<file path="src/rtl/if_fetch_unit_pkg.sv">
// Shared types and constants for the instruction-fetch stage.
// Fetch FSM encoding, bubble instruction, PC step and target alignment helper.
package if_fetch_unit_pkg;

    typedef enum logic [1:0] {
        ST_IDLE = 2'd0,
        ST_REQ  = 2'd1,
        ST_OUT  = 2'd2,
        ST_DROP = 2'd3
    } fetch_state_e;

    localparam logic [31:0] NOP_INSTR = 32'h0000_0000;
    localparam logic [31:0] PC_STEP   = 32'd4;

    // Redirect targets are word aligned by clearing the two low bits.
    function automatic logic [31:0] align_word(input logic [31:0] addr);
        return addr & 32'hFFFF_FFFC;
    endfunction

endpackage

</file>
<file path="src/rtl/if_fetch_unit_if.sv">
// Instruction-memory request bus between the fetch stage (master) and memory (slave).
// Handshake: req/addr are held until ack; ack and data are valid in the same cycle, one word per ack.
interface if_fetch_unit_if;
    logic        req;
    logic [31:0] addr;
    logic        ack;
    logic [31:0] data;

    modport master (output req, addr, input ack, data);
    modport slave  (input req, addr, output ack, data);
endinterface

</file>
<file path="src/rtl/if_fetch_unit.sv">
// Instruction-fetch stage: owns the PC, fetches over the imem bus and presents one
// instruction per cycle to IF/ID, with stall hold, branch/jump redirect and bubble insertion.
module if_fetch_unit
    import if_fetch_unit_pkg::*;
#(
    parameter logic [31:0] RESET_PC = 32'h0000_0000
) (
    input  logic                   clk,
    input  logic                   rst_i,
    input  logic                   stall_i,
    input  logic                   branch_i,
    input  logic [31:0]            branch_addr_i,
    input  logic                   jump_i,
    input  logic [31:0]            jump_addr_i,
    if_fetch_unit_if.master        imem,
    output logic [31:0]            instr_o,
    output logic [31:0]            pc_o,
    output logic [31:0]            pc_plus4_o,
    output logic                   fetch_valid_o,
    output fetch_state_e           dbg_state_o
);

    fetch_state_e r_state;
    fetch_state_e w_next_state;
    logic [31:0]  r_pc;
    logic [31:0]  r_drop_addr;
    logic [31:0]  r_buf_instr;
    logic [31:0]  r_buf_pc;
    logic         w_redirect;
    logic [31:0]  w_target;

    // Branch has priority over jump when both resolve in the same cycle.
    assign w_redirect  = branch_i | jump_i;
    assign w_target    = align_word(branch_i ? branch_addr_i : jump_addr_i);
    assign dbg_state_o = r_state;

    always_ff @(posedge clk or posedge rst_i) begin
        if (rst_i) begin
            r_state <= ST_IDLE;
        end else begin
            r_state <= w_next_state;
        end
    end

    always_comb begin
        w_next_state = r_state;
        case (r_state)
            ST_IDLE: w_next_state = ST_REQ;
            ST_REQ: begin
                if (imem.ack) begin
                    w_next_state = w_redirect ? ST_REQ : ST_OUT;
                end else if (w_redirect) begin
                    w_next_state = ST_DROP;
                end
            end
            ST_OUT: begin
                if (w_redirect) begin
                    w_next_state = ST_REQ;
                end else if (!stall_i) begin
                    w_next_state = imem.ack ? ST_OUT : ST_REQ;
                end
            end
            ST_DROP: begin
                if (imem.ack) begin
                    w_next_state = ST_REQ;
                end
            end
            default: w_next_state = ST_IDLE;
        endcase
    end

    always_comb begin
        imem.req      = 1'b0;
        imem.addr     = 32'h0;
        fetch_valid_o = 1'b0;
        instr_o       = NOP_INSTR;
        pc_o          = 32'h0;
        pc_plus4_o    = 32'h0;
        case (r_state)
            ST_REQ: begin
                imem.req  = 1'b1;
                imem.addr = r_pc;
            end
            ST_OUT: begin
                fetch_valid_o = 1'b1;
                instr_o       = r_buf_instr;
                pc_o          = r_buf_pc;
                pc_plus4_o    = r_buf_pc + PC_STEP;
                // Prefetch the next word in the same cycle IF/ID consumes this one.
                if (!w_redirect && !stall_i) begin
                    imem.req  = 1'b1;
                    imem.addr = r_pc;
                end
            end
            ST_DROP: begin
                imem.req  = 1'b1;
                imem.addr = r_drop_addr;
            end
            default: ;
        endcase
    end

    always_ff @(posedge clk or posedge rst_i) begin
        if (rst_i) begin
            r_pc        <= RESET_PC;
            r_drop_addr <= 32'h0;
            r_buf_instr <= NOP_INSTR;
            r_buf_pc    <= 32'h0;
        end else begin
            case (r_state)
                ST_REQ: begin
                    if (imem.ack && !w_redirect) begin
                        r_buf_instr <= imem.data;
                        r_buf_pc    <= r_pc;
                        r_pc        <= r_pc + PC_STEP;
                    end else if (w_redirect) begin
                        // Without an ack the wrong-path request must still be completed from DROP.
                        if (!imem.ack) begin
                            r_drop_addr <= r_pc;
                        end
                        r_pc <= w_target;
                    end
                end
                ST_OUT: begin
                    if (w_redirect) begin
                        r_pc <= w_target;
                    end else if (!stall_i && imem.ack) begin
                        r_buf_instr <= imem.data;
                        r_buf_pc    <= r_pc;
                        r_pc        <= r_pc + PC_STEP;
                    end
                end
                ST_DROP: begin
                    if (w_redirect) begin
                        r_pc <= w_target;
                    end
                end
                default: ;
            endcase
        end
    end

endmodule

</file>
<file path="src/flat_wrapper.sv">
// flat-port wrapper written by rule: the top's interface ports become plain ports
module if_fetch_unit_flat import if_fetch_unit_pkg::*;
#(
    parameter logic [31:0] RESET_PC = 32'h0000_0000
)
  (clk, rst_i, stall_i, branch_i, branch_addr_i, jump_i, jump_addr_i, instr_o, pc_o, pc_plus4_o, fetch_valid_o, dbg_state_o, imem_req, imem_addr, imem_ack, imem_data);
  if_fetch_unit_if imem_i ();
  input  logic clk;
  input  logic rst_i;
  input  logic stall_i;
  input  logic branch_i;
  input  logic [31:0] branch_addr_i;
  input  logic jump_i;
  input  logic [31:0] jump_addr_i;
  output logic [31:0] instr_o;
  output logic [31:0] pc_o;
  output logic [31:0] pc_plus4_o;
  output logic fetch_valid_o;
  output fetch_state_e dbg_state_o;
  output wire logic [$bits(imem_i.req)-1:0] imem_req;
  output wire logic [$bits(imem_i.addr)-1:0] imem_addr;
  input wire logic [$bits(imem_i.ack)-1:0] imem_ack;
  input wire logic [$bits(imem_i.data)-1:0] imem_data;
  assign imem_req = imem_i.req;
  assign imem_addr = imem_i.addr;
  assign imem_i.ack = imem_ack;
  assign imem_i.data = imem_data;
  if_fetch_unit #(.RESET_PC(RESET_PC)) u_core (.clk(clk), .rst_i(rst_i), .stall_i(stall_i), .branch_i(branch_i), .branch_addr_i(branch_addr_i), .jump_i(jump_i), .jump_addr_i(jump_addr_i), .imem(imem_i), .instr_o(instr_o), .pc_o(pc_o), .pc_plus4_o(pc_plus4_o), .fetch_valid_o(fetch_valid_o), .dbg_state_o(dbg_state_o));
endmodule
</file>
<file path="config.mk">
export PLATFORM = sky130hd
export DESIGN_NAME = if_fetch_unit_flat
export DESIGN_NICKNAME = d
export VERILOG_FILES = /design/src/rtl/if_fetch_unit_pkg.sv /design/src/rtl/if_fetch_unit_if.sv /design/src/rtl/if_fetch_unit.sv /design/src/flat_wrapper.sv
export SDC_FILE = /design/constraint.sdc
export NUM_CORES = 1
export LEC_CHECK = 0
export CORE_UTILIZATION = 35
export CTS_CLUSTER_SIZE = 8
export DETAILED_ROUTE_END_ITERATION = 16
export SLEW_MARGIN = 20
export SYNTH_ARGS = -nofsm -noshare
export SYNTH_HDL_FRONTEND = slang
export SYNTH_SLANG_ARGS = --single-unit
</file>
<file path="constraint.sdc">
create_clock -name clk -period 6.7 [get_ports clk]
set_input_delay 1.34 -clock clk [delete_from_list [all_inputs] [get_ports clk]]
set_output_delay 1.34 -clock clk [all_outputs]
set_load 0.03 [all_outputs]
</file>
==> results.md, run 1 <==
* Status: finished, final reports clean
* Worst setup EP type: output port
* First-pass GRT wire length at 35900 um
* Clk root buf: clkbuf_16
* CP max FO at 33
* RD Place Congestion at slightly above 0.8
* Combinational Power Share at 0.420
* Avg WL per Cell at 17.4 um
* Slew headroom at 0.410
* Initial antenna violation count at 0
* Post-route cell area at 10900 um^2
* Synth area leaders: dfrtp_1 (42%), mux2_2 (14%), and2_1 (7.4%), nor2_1 (3.3%), a22oi_1 (3.1%)
* FF-to-FF path depth at 7
* Final nets at 1106
* Crit path cell chain: clkdlybuf4s50_1 > nor2_1 > buf_4 > a31o_2 > a22oi_1 > nor2_1 > clkdlybuf4s50_1
* Most instantiated cells after synthesis: dfrtp_1 (130), mux2_2 (96), and2_1 (92)
* Clock Latency Late Sink at 420 ps
* Drt first-iter violations at between 400 and 500
* Die area at 23000 um^2
* Dpl ws at ~1500 ps
* Setup total negative slack at 0 ps
* Worst reg-to-reg setup slack at 3600 ps
* Crit path max-delay family: buffers and inverters
* Finished Layout Cells at 1291
* Post-Syn Area at roughly 7800 um^2
* Setup Buffers After CTS at 0
* Top-count cell post-synth: dfrtp_1
* Warnings from Yosys at 0
* Sequential Area at roughly 3300 um^2
* Clk pwr share at 0.217
* Critical Path Stages at 7
* Critical path type: primary input to output port
* Power per cell area at 407 nW/um^2
* Synthesized flop and latch total at 130
* Worst r2r src: u_core.dbg_state_o[0]
* Int Power at 2.59 mW
* Max-Cap Viols at 0
* Max Clock Skew at 9.82 ps
* DP HPWL at 15900 um
* CTS tree: done
* Leak Pwr at 4.43 nW
* Number of max-slew violations in the final report at 0
* Switch Pwr at 1.83 mW
* Clk slew on worst S/H paths at 60 ps
* # rows at 54
* Max Fclk at 192 MHz
* Largest net degree at the start of global routing at 104
* Total iterations of the first detailed-routing run at 5
* Port-buffer cells at 229
* Final number of setup-violating endpoints at 0
* CTS buffer count at 17
* HP Class: flop to flop
* DRC at 0
* Switch share at 0.414
* Die Span Y at between 150 and 200 um
* Top cell type's share of synthesized area at 0.416
* Critical path's largest stage delay at 710 ps
* Critical path's slowest cell: clkdlybuf4s50_1
* Dpl cell area at 10300 um^2
* WP buf/inv at 3
* Routed vias at just under 7000
* Number of global-route vias before repair at 6397
* Filler Cells Inserted at 2109
* Minimum hold slack at 495 ps
* Crit path DAT at between 3000 and 4000 ps
* Die width at roughly 150 um
* GR Util All Layers at 0.205
* Unique masters post-synth at 60
* Final WL at 22500 um
* Fin. Hold Viols at 0
* Vias/cell at 5.27
* Critical Path Start Type: primary input
* End of the critical path: imem_addr[17]
* RR Endpoint: u_core.r_pc[27]
* PnR worst setup slack at between 1000 and 1500 ps
* VDD IR-drop max at 0.157 mV
* CTS sink cnt at 130
* Core area at 21900 um^2
* Worst slew pin tran at 885 ps
* Clock tree buffer depth at 2
* H-tree depth at 4
* Area of the multi-input gates at ~4300 um^2
* Antenna cells at 0
* ANT nets after route at 0
* Synth-to-layout area growth at 38.9%
* Main synth FF type: dfrtp_1
* Mapped Nets at 920
* Yosys top cell by area: dfrtp_1
* Initial Utilization at 0.357
* Post-synth EDFFs at 0
* Reg power frac at 0.363
* I/O pin count at roughly 230
* Register area share after synthesis at 0.416
* Period utilization at 0.778
* Hold buffer count at cts at 0
* CTS resizes at 0
* Placed insts at 1259
* Layout cell share with drive strength beyond 1 at 0.156
* Crit path required time at around 5400 ps
* Ys async rst share at 1.00
* RSZ-0062 raised after global routing: false
* Syn avg cell area at 9.64 um^2
* Final critical-path required period at ~5200 ps
* Crit path from: jump_i
* Post-Syn Instances at between 800 and 900
* Total grt overflow at 0
## worst min-delay path by stage
stage                           startpoint                endpoint  cells past startpoint
CTS                 u_core.r_buf_instr[17]  u_core.r_buf_instr[17]                      1
global placement    u_core.r_buf_instr[28]  u_core.r_buf_instr[28]                      1
finish              u_core.r_buf_instr[30]  u_core.r_buf_instr[30]                      1
global route        u_core.r_buf_instr[17]  u_core.r_buf_instr[17]                      1
detailed placement  u_core.r_buf_instr[17]  u_core.r_buf_instr[17]                      1
floorplan           u_core.r_buf_instr[30]  u_core.r_buf_instr[30]                      1
## power groups by stage
stage / clock (mW) / sequential [mW] / combinational (mW)
after detailed placement: 0 / 1.61 / 1.87
after global placement: 0 / 1.59 / 1.86
after global routing: 1.01 / 1.67 / 2.01
final: 0.959 / 1.60 / 1.86
after floorplan: 0 / 1.38 / 1.34
after CTS: 0.976 / 1.59 / 1.88
## registers in the layout, indices dropped and copies added (netlist names)
| name | count |
|---|---|
| u_core.r_buf_instr | 32 |
| u_core.r_buf_pc | 32 |
| u_core.r_drop_addr | 32 |
| u_core.r_pc | 32 |
| u_core.dbg_state_o | 2 |
## logic make-up (layout without fill, tap and decap cells)
kind of cell	count (synthesis)	after routing	synth area share
flops	130	130	0.416
simple gates	325	325	0.233
xor+xnor	21	21	0.0235
mux	103	103	0.147
fa+ha+maj	6	6	0.00959
compound gates	148	148	0.128
buf+inv	79	278	0.0433
## per-stage QoR
step,power (mW),utilization
after floorplan,2.72,-
after global placement,3.44,0.469
after detailed placement,3.48,0.469
after CTS,4.45,0.496
after global routing,4.69,0.496
final,4.42,0.496
## layout by cell type, fill, tap and decap left out, drive strengths merged, types with 11 or more instances in the layout
cell / count
nand3: 28
nor2: 71
a21oi: 28
clkbuf: 18
clkdlybuf4s50: 228
and3: 13
a22oi: 32
and2: 92
dfrtp: 130
xnor2: 15
nand2: 50
nand4: 21
o21ai: 31
mux2: 96
buf: 11
## layer usage
layer / wire, um / up-vias / track usage
met2: 9970 / 215 / 0.311
met4: 275 / 0 / 0.0569
met5: 0 / - / 0
met3: 1350 / 23 / 0.0389
met1: 10900 / 3300 / 0.295
li1: - / 3270 / -
## final cells by class
cell class,count,area share
multi-input cells,603,0.392
flip-flops and latches,130,0.299
repair buffers,239,0.217
clock buffers,18,0.0395
well taps,280,0.0322
clock inverters,14,0.0166
inverters,7,0.00288
Note: power is estimated with default switching activity, not from simulation.
==> inputs of run 2 (changes only) <==
==> constraint.sdc (replaced) <==
create_clock -name clk -period 5.39 [get_ports clk]
set_input_delay 1.078 -clock clk [delete_from_list [all_inputs] [get_ports clk]]
set_output_delay 1.078 -clock clk [all_outputs]
set_load 0.03 [all_outputs]
==> run 2 against run 1 <==
Against the previous run:
- sequential cell count unchanged
- clock power up 14%
- die area unchanged
- critical path depth down 2
- total power up 29%
- count of clock-buffer cells in the layout down 1
- largest power group unchanged
- combinational power up 41%
- first-iteration DRC count up 9.2%
==> results.md, run 2 (synthesized netlist as in run 1, its figures left out) <==
* Die area at 23000 um^2 (unchanged)
* Crit path cell chain: inv_1 > ha_2 > buf_4 > a21boi_0 > clkdlybuf4s50_1
* CTS sink cnt at 130 (unchanged)
* Worst slew pin tran at 1040 ps (+156 ps)
* CP max FO at 64 (+94%)
* Number of global-route vias before repair at 6300 (-1.5%)
* Number of max-slew violations in the final report at 0 (unchanged)
* Crit path DAT at 3220 ps (-650 ps)
* Fin. Hold Viols at 0 (unchanged)
* DP HPWL at 16200 um (+1.7%)
* Power per cell area at 515 nW/um^2 (+26%)
* Largest net degree at the start of global routing at 102 (-1.9%)
* Clock tree buffer depth at 2 (unchanged)
* Initial antenna violation count at 0 (unchanged)
* VDD IR-drop max at 0.162 mV (+3.2%)
* Port-buffer cells at 229 (unchanged)
* # rows at 54 (unchanged)
* Clk root buf: clkbuf_16
* H-tree depth at 4 (unchanged)
* RD Place Congestion at 0.787 (-2.6%)
* Setup Buffers After CTS at 0 (unchanged)
* Synth-to-layout area growth at 41.7%
* Hold buffer count at cts at 0 (unchanged)
* ANT nets after route at 0 (unchanged)
* HP Class: flop to flop
* First-pass GRT wire length at 35400 um (-1.2%)
* Max Clock Skew at 5.82 ps (-4.00 ps)
* CTS tree: done
* Routed vias at 6742 (-0.97%)
* Critical path type: flop to output port
* Total grt overflow at 0 (unchanged)
* Worst setup EP type: output port
* Slew headroom at 0.306 (-0.104)
* Max-Cap Viols at 0 (unchanged)
* Crit path required time at 4310 ps (-1050 ps)
* Max Fclk at 233 MHz
* Clock Latency Late Sink at 420 ps (about the same)
* Layout cell share with drive strength beyond 1 at 0.190 (+0.0336)
* Critical path's largest stage delay at 850 ps (+140 ps)
* Minimum hold slack at 495 ps (+0.311 ps)
* Final number of setup-violating endpoints at 0 (unchanged)
* Final nets at 1106 (unchanged)
* Most frequent cells in the layout: clkdlybuf4s50_1 (195), dfrtp_1 (130), mux2_2 (96), and2_1 (92), nor2_1 (69)
* Drt first-iter violations at 440 (+9.2%)
* Clk slew on worst S/H paths at 60 ps (about the same)
* Antenna cells at 0 (unchanged)
* Period utilization at 0.797
* Avg WL per Cell at 17.4 um (about the same)
* CTS buffer count at 17 (unchanged)
* Final critical-path required period at 4290 ps
* I/O pin count at 234 (unchanged)
* Status: finished, final reports clean
* Most common cell after layout, fill and taps aside: clkdlybuf4s50_1
* Initial Utilization at 0.357 (unchanged)
* Leak Pwr at 4.56 nW (+3.1%)
* Core area at 21900 um^2 (unchanged)
* Critical path's slowest cell: ha_2
* Setup total negative slack at 0 ps (unchanged)
* CTS resizes at 0 (unchanged)
* Final WL at 22500 um (about the same)
* Worst reg-to-reg setup slack at 2180 ps (-1420 ps)
* Total iterations of the first detailed-routing run at 5 (unchanged)
* GR Util All Layers at 0.203 (-0.00137)
* RSZ-0062 raised after global routing: false
* Die Span Y at 152 um (unchanged)
* DRC at 0 (unchanged)
* Critical Path Start Type: flop
* Die width at 152 um (unchanged)
* Filler Cells Inserted at 2064 (-2.1%)
* Vias/cell at 5.22 (-0.97%)
[run 2: cell count changes in the layout (fill, tap and decap cells not counted), sizes merged]
cell / previous run / this run
buf: 11 / 44
clkdlybuf4s50: 228 / 195
clkinv: 3 / 7
bufinv: 3 / 1
clkbuf: 18 / 17
clkinvlp: 5 / 4
[run 2: report_power, final]
part,switching (mW),internal [mW]
Sequential,0.574,1.42
Clock,0.453,0.637
Combinational,1.31,1.31
[run 2: area by class of cell]
class                      instances  area, um^2  area share
clock buffer                      17         425      0.0384
sequential                       130        3250       0.293
tap                              280         350      0.0316
timing repair buffer             239        2630       0.237
clock inverter                    15         136      0.0123
inverter                           7        31.3     0.00282
multi-input combinational        603        4260       0.384
[run 2: worst paths after layout]
check / from / to / cells past startpoint
min in group asynchronous: rst_i / u_core.r_buf_instr[20] / 2
setup / recovery: u_core.dbg_state_o[0] / pc_plus4_o[16] / 5
setup reg to reg: u_core.dbg_state_o[0] / u_core.r_buf_pc[29] / 6
hold / removal: u_core.r_buf_pc[0] / u_core.r_buf_pc[0] / 1
max in group asynchronous: rst_i / u_core.r_buf_instr[16] / 3
hold reg to reg: u_core.r_buf_pc[0] / u_core.r_buf_pc[0] / 1
[run 2: stage by stage]
stage | instance area, um^2 | total power, mW | util | setup slack [ps] | std cells
6_report | 11100 | 5.71 | 0.507 | 1100 | 1291
5_1_grt | 11100 | 6.05 | 0.507 | 837 | 1291
4_1_cts | 11100 | 5.75 | 0.507 | 1040 | 1291
3_5_place_dp | 10500 | 4.65 | 0.481 | 1250 | 1259
3_3_place_gp | 10500 | 4.59 | 0.481 | 1270 | 1259
2_1_floorplan | 7830 | 3.38 | - | 843 | 812
[run 2: metal layers]
layer	routed length [um]	share of wire	track usage	up-vias
met4	305	0.014	0.0668	0
met2	10000	0.44	0.308	225
li1	-	-	-	3267
met1	10700	0.48	0.290	3221
met3	1480	0.066	0.0386	29
met5	0	0	0	-
[run 2: critical path, delay by kind of cell, from the launching register on]
family,cells,cell delay (ps)
AO/OA/AOI/OAI,1,240
adder cells (fa/ha/maj),1,850
buffers and inverters,3,1260
flip-flops,1,420
